===== config.mk =====
export PLATFORM = sky130hd
export DESIGN_NAME = hazard_ctrl
export DESIGN_NICKNAME = d
export VERILOG_FILES = /design/src/rtl/hazard_ctrl_pkg.sv /design/src/rtl/hazard_ctrl_sat_counter.sv /design/src/rtl/hazard_ctrl.sv
export SDC_FILE = /design/constraint.sdc
export NUM_CORES = 1
export LEC_CHECK = 0
export CORE_AREA = 2 2 75 77
export CTS_CLUSTER_SIZE = 8
export DETAILED_ROUTE_END_ITERATION = 16
export DIE_AREA = 0 0 77 79
export PLACE_DENSITY = 0.74
export SETUP_SLACK_MARGIN = 0.5
export SLEW_MARGIN = 20
export SYNTH_ARGS = -nofsm -noshare
export SYNTH_HDL_FRONTEND = slang
export SYNTH_HIERARCHICAL = 1
export SYNTH_SLANG_ARGS = --single-unit

===== constraint.sdc =====
create_clock -name clk -period 3.5 [get_ports clk]
set_input_delay 0.35 -clock clk [delete_from_list [all_inputs] [get_ports clk]]
set_output_delay 0.35 -clock clk [all_outputs]
set_load 0.02 [all_outputs]

===== src/rtl/hazard_ctrl_pkg.sv =====
// Shared pipeline definitions for the hazard controller:
// FSM encoding and default parameter values.
package hazard_ctrl_pkg;

   typedef enum logic {
      RUN      = 1'b0,
      MEM_WAIT = 1'b1
   } state_t;

   localparam logic [7:0] MEM_TIMEOUT_DEF = 8'd200;
   localparam int         CNT_W_DEF       = 16;

endpackage


===== src/rtl/hazard_ctrl_sat_counter.sv =====
// Saturating up-counter used for the hazard performance counters.
module sat_counter #(
   parameter int W = 16
) (
   input  logic         clk,
   input  logic         reset,
   input  logic         inc,
   output logic [W-1:0] count
);

   localparam logic [W-1:0] ONE = W'(1);

   // Sticks at all-ones so a long run never wraps back to a small value
   always_ff @(posedge clk or posedge reset) begin
      if (reset) begin
         count <= '0;
      end else if (inc && (count != '1)) begin
         count <= count + ONE;
      end
   end

endmodule


===== src/rtl/hazard_ctrl.sv =====
// Pipeline hazard controller: load-use stalls, branch/jump flushes,
// data-memory wait freeze with timeout, and hazard performance counters.
module hazard_ctrl
   import hazard_ctrl_pkg::*;
#(
   parameter logic [7:0] MEM_TIMEOUT = MEM_TIMEOUT_DEF,
   parameter int         CNT_W       = CNT_W_DEF
) (
   input  logic             clk,
   input  logic             reset,
   input  logic [4:0]       id_rs,
   input  logic [4:0]       id_rt,
   input  logic             id_jump,
   input  logic             ex_memread,
   input  logic [4:0]       ex_wreg,
   input  logic             ex_branch_taken,
   input  logic             mem_req,
   input  logic             mem_ready,
   output logic             pc_stall,
   output logic             if_id_stall,
   output logic             if_id_flush,
   output logic             id_ex_stall,
   output logic             id_ex_flush,
   output logic             pipe_freeze,
   output logic             mem_timeout_err,
   output logic [CNT_W-1:0] stall_cnt,
   output logic [CNT_W-1:0] flush_cnt
);

   state_t     state;
   logic [7:0] wait_cnt;
   logic       load_use;
   logic       timing_out;
   logic       stall;

   // Freeze has zero latency so the stage holding the access stops the same cycle
   always_comb begin
      load_use    = ex_memread && (ex_wreg != 5'd0) &&
                    ((ex_wreg == id_rs) || (ex_wreg == id_rt));
      timing_out  = (state == MEM_WAIT) && !mem_ready &&
                    (wait_cnt == (MEM_TIMEOUT - 8'd1));
      pipe_freeze = ((state == RUN) && mem_req && !mem_ready) ||
                    ((state == MEM_WAIT) && !mem_ready && !timing_out);
      stall       = load_use && !ex_branch_taken && !pipe_freeze;
      pc_stall    = stall;
      if_id_stall = stall;
      id_ex_stall = stall;
      id_ex_flush = ex_branch_taken && !pipe_freeze;
      if_id_flush = !pipe_freeze &&
                    (ex_branch_taken || (id_jump && !load_use));
      mem_timeout_err = timing_out;
   end

   // Memory-wait FSM; the wait counter restarts on every entry into MEM_WAIT
   always_ff @(posedge clk or posedge reset) begin
      if (reset) begin
         state    <= RUN;
         wait_cnt <= 8'd0;
      end else begin
         case (state)
            RUN: begin
               if (mem_req && !mem_ready) begin
                  state    <= MEM_WAIT;
                  wait_cnt <= 8'd0;
               end
            end
            MEM_WAIT: begin
               if (mem_ready || timing_out) begin
                  state <= RUN;
               end else begin
                  wait_cnt <= wait_cnt + 8'd1;
               end
            end
            default: begin
               state    <= RUN;
               wait_cnt <= 8'd0;
            end
         endcase
      end
   end

   sat_counter #(.W(CNT_W)) u_stall_cnt (
      .clk   (clk),
      .reset (reset),
      .inc   (id_ex_stall),
      .count (stall_cnt)
   );

   sat_counter #(.W(CNT_W)) u_flush_cnt (
      .clk   (clk),
      .reset (reset),
      .inc   (if_id_flush),
      .count (flush_cnt)
   );

endmodule


==> flow_summary_export.csv <==
group,metric,value,unit
outcome,status,"completed",
synth,synthMuxAreaShare,2.82,%
timing,setup_viol,0,
drt,drt_wl_total,4950,um
worst_setup_path,worstPathMaxFanout,6,
synth,synth_edf_count,0,
drt,drc_errors,0,
synth,synth.most_common_cell,"dfrtp_1",
synth,ys_types,42,
worst_setup_path,crit_slowest_cell,"nor3b_1",
floorplan,dieArea,0.00608,mm2
synth,synthArstFlopShare,100,%
clock_network,clk_path_buf_depth,2,
global_route,antenna_found_initial,0,
worst_setup_path,path_common_cell,"clkdlybuf4s50_1",
global_route,grt_remaining_overflow,0,
synth,yosysSeqAreaShare,44.5,%
worst_setup_path,start_kind,"input port",
clock_network,clock_latency,0.29,ns
clock_network,clock-root-buffer,"clkbuf_8",
power,leakagePower,0.00131,uW
synth,yosys_warnings,6,
timing,timing.slew.headroom,41.3,%
drt,wl_per_cell,14.0,um
global_route,grt_pass1_wl,8450,um
drt,first_iter_violations,41,
timing,slew_violations,0,
timing,max_freq,0.358,GHz
synth,synth_top_family_by_area,"simple AND/OR/NAND/NOR gates",
worst_setup_path,max_stage_delay,0.72,ns
worst_setup_path,critPathCaptureType,"output port",
synth,synth_adder_area_share,1.63,%
floorplan,die_h,79,um
placement,io_buffers,60,
synth,synth_compound_area_share,5.75,%
synth,synth_area_per_cell,10.6,um2
worst_setup_path,worstPathArrival,2.44,ns
layout,antenna_cells,0,
synth,synth_nets,242,
power,ir_worst_vdd,202,uV
clock_network,holdBufCountCts,0,
floorplan,ios,61,
layout,design_area,0.00307,mm2
worst_setup_path,crit-reg2reg-launch,"wait_cnt[0]$_DFFE_PP0P_",
timing,finalCriticalPeriod,2.79,ns
worst_setup_path,crit_chain,"clkdlybuf4s50_1 > nor3b_1 > nor2_2 > and2_2 > clkdlybuf4s50_1",
min_path,worstHoldPathType,"input port to asynchronous set/reset pin",
clock_network,cts_max_level,2,
layout,syn_to_final_growth,33.1,%
synth,synth_simple_gate_area_share,29.5,%
timing,rsz0062_at_grt,"no",
synth,synthTopCellsByCount,"dfrtp_1, xnor2_1, nor2_1, nand3_1, nand2_1",
timing,finClkSkew,0.00571,ns
synth,syn_inst,217,
power,p_per_area,427,mW/mm2
synth,synth_area_leaders,"dfrtp_1, xnor2_1, xor2_1",
drt,antenna_left,0,
synth,synth_top_area_share,44.5,%
clock_network,cts_tree,"yes",
floorplan,rows,27,
floorplan,core-area,0.00534,mm2
global_route,grt_use_total,17.3,%
drt,via_count,1858,
global_route,grt_pass1_vias,1849,
timing,holdWs,0.408,ns
synth,yosysTopAreaCell,"dfrtp_1",
global_route,grt_max_degree,17,
synth,synth-xor-area-share,14.0,%
worst_setup_path,startpoint,"mem_req",
timing,finalCritPeriodShare,79.7,%
worst_setup_path,critical_path_required,3.15,ns
synth,synth_ff_type,"dfrtp_1",
placement,dpl.hpwl,3780,um
synth,synth_seq_cells,41,
clock_network,cts.sinks,41,
clock_network,clk_pin_slew,0.08,ns
clock_network,cts_buffers,5,
timing,finalHoldViolations,0,
synth,synthesis.area,0.00231,mm2
timing,worst_pin_slew,0.879,ns
timing,setup-tns-final,0,ns
drt,first_pass_iters,4,
flow_run,drv_cap,0,
placement,placed_cell_area,0.00298,mm2
placement,gp_congestion,0.796,
clock_network,post_cts_buffers,0,
layout,final_nets,307,
worst_setup_path,criticalPathCategory,"input port to output port",
floorplan,die_w,77,um
drt,drt-vias-per-instance,5.23,
floorplan,start_util,43.2,%
layout,drive_gt1_share,11.7,%
## logic make-up after synthesis
group,after synthesis
and+or+nand+nor,106
xor gates and xnor gates,37
buffers and inverters,9
adders and majority gates,3
muxes,6
DFF,41
AOI/OAI and AO/OA,15
## critical path, delay by kind of cell
family | cells | cell delay [ns]
buf+inv | 2 | 1.01
simple gates | 3 | 1.08
## where the power goes
group / leakage, uW / switching, uW / internal, uW
Clock: 0.0000450 / 161 / 138
Combinational: 0.000713 / 191 / 192
Sequential: 0.000554 / 94.9 / 535
## sequential cells by signal, indices dropped and copies added (netlist names)
signal and flops:
state 1, u_flush_cnt/count 16, u_stall_cnt/count 16, wait_cnt 8
## metal layers
metal | global-route usage [%] | vias to the layer above | part of all wire (%) | routed length [um]
met5 | 0 | - | 0 | 0
met4 | 6.25 | 0 | 1.8 | 89
met3 | 3.86 | 7 | 5.2 | 258
met2 | 30.4 | 58 | 49 | 2420
met1 | 20.9 | 886 | 44 | 2190
li1 | - | 907 | - | -
## area by class of cell
type | count | area [um2]
Clock buffer | 6 | 72.6
Timing Repair Buffer | 60 | 599
Multi-Input combinational cell | 167 | 1250
Fill cell | 507 | 2270
Clock inverter | 2 | 10.0
Tap cell | 72 | 90.1
Inverter | 7 | 26.3
Sequential cell | 41 | 1030
## worst paths after layout
kind | cells past startpoint | to | slack (ns)
max reg2reg | 10 | u_stall_cnt/count[14]$_DFFE_PP0P_ | 0.77
min | 2 | wait_cnt[7]$_DFFE_PP0P_ | 0.41
min in group clk | 1 | u_stall_cnt/count[15]$_DFFE_PP0P_ | 0.51
max in group asynchronous | 2 | u_stall_cnt/count[8]$_DFFE_PP0P_ | 2.56
max | 5 | id_ex_flush | 0.71
min reg2reg | 1 | u_stall_cnt/count[15]$_DFFE_PP0P_ | 0.51
## metrics by stage
stage,total power (uW),setup slack (ns),instances,utilization [%]
floorplan,838,0.727,217,-
global route,1390,0.532,355,57.5
global placement,1010,0.517,347,55.9
finish,1310,0.710,355,57.5
detailed placement,1020,0.430,347,55.9
CTS,1330,0.602,355,57.5
## cell usage in the layout, fill, tap and decap left out, types with 2 or more instances in the layout
master / n
and4_2: 2
nor4_4: 2
nand2_1: 15
o21a_1: 2
and4_1: 6
nor2_1: 17
and3_1: 8
xnor2_1: 26
mux2_2: 4
nand4_2: 2
nor3_1: 4
a21oi_1: 5
o21ai_0: 2
nand4_4: 2
nand2_2: 2
nand3_1: 16
mux2i_1: 2
dlygate4sd2_1: 3
inv_1: 6
nor3b_1: 2
nand2b_1: 4
nor2b_1: 2
clkbuf_8: 5
ha_1: 3
nand4_1: 11
xor2_1: 11
and3_2: 2
clkinv_2: 2
and2_1: 2
clkdlybuf4s50_1: 56
dfrtp_1: 41
## what timing repair did
action	4_1_cts	5_1_grt
setup endpoints to repair	3	2
resized for setup	4	1
pin swaps	0	1
gates cloned	0	0
(Power assumes the default switching activity.)
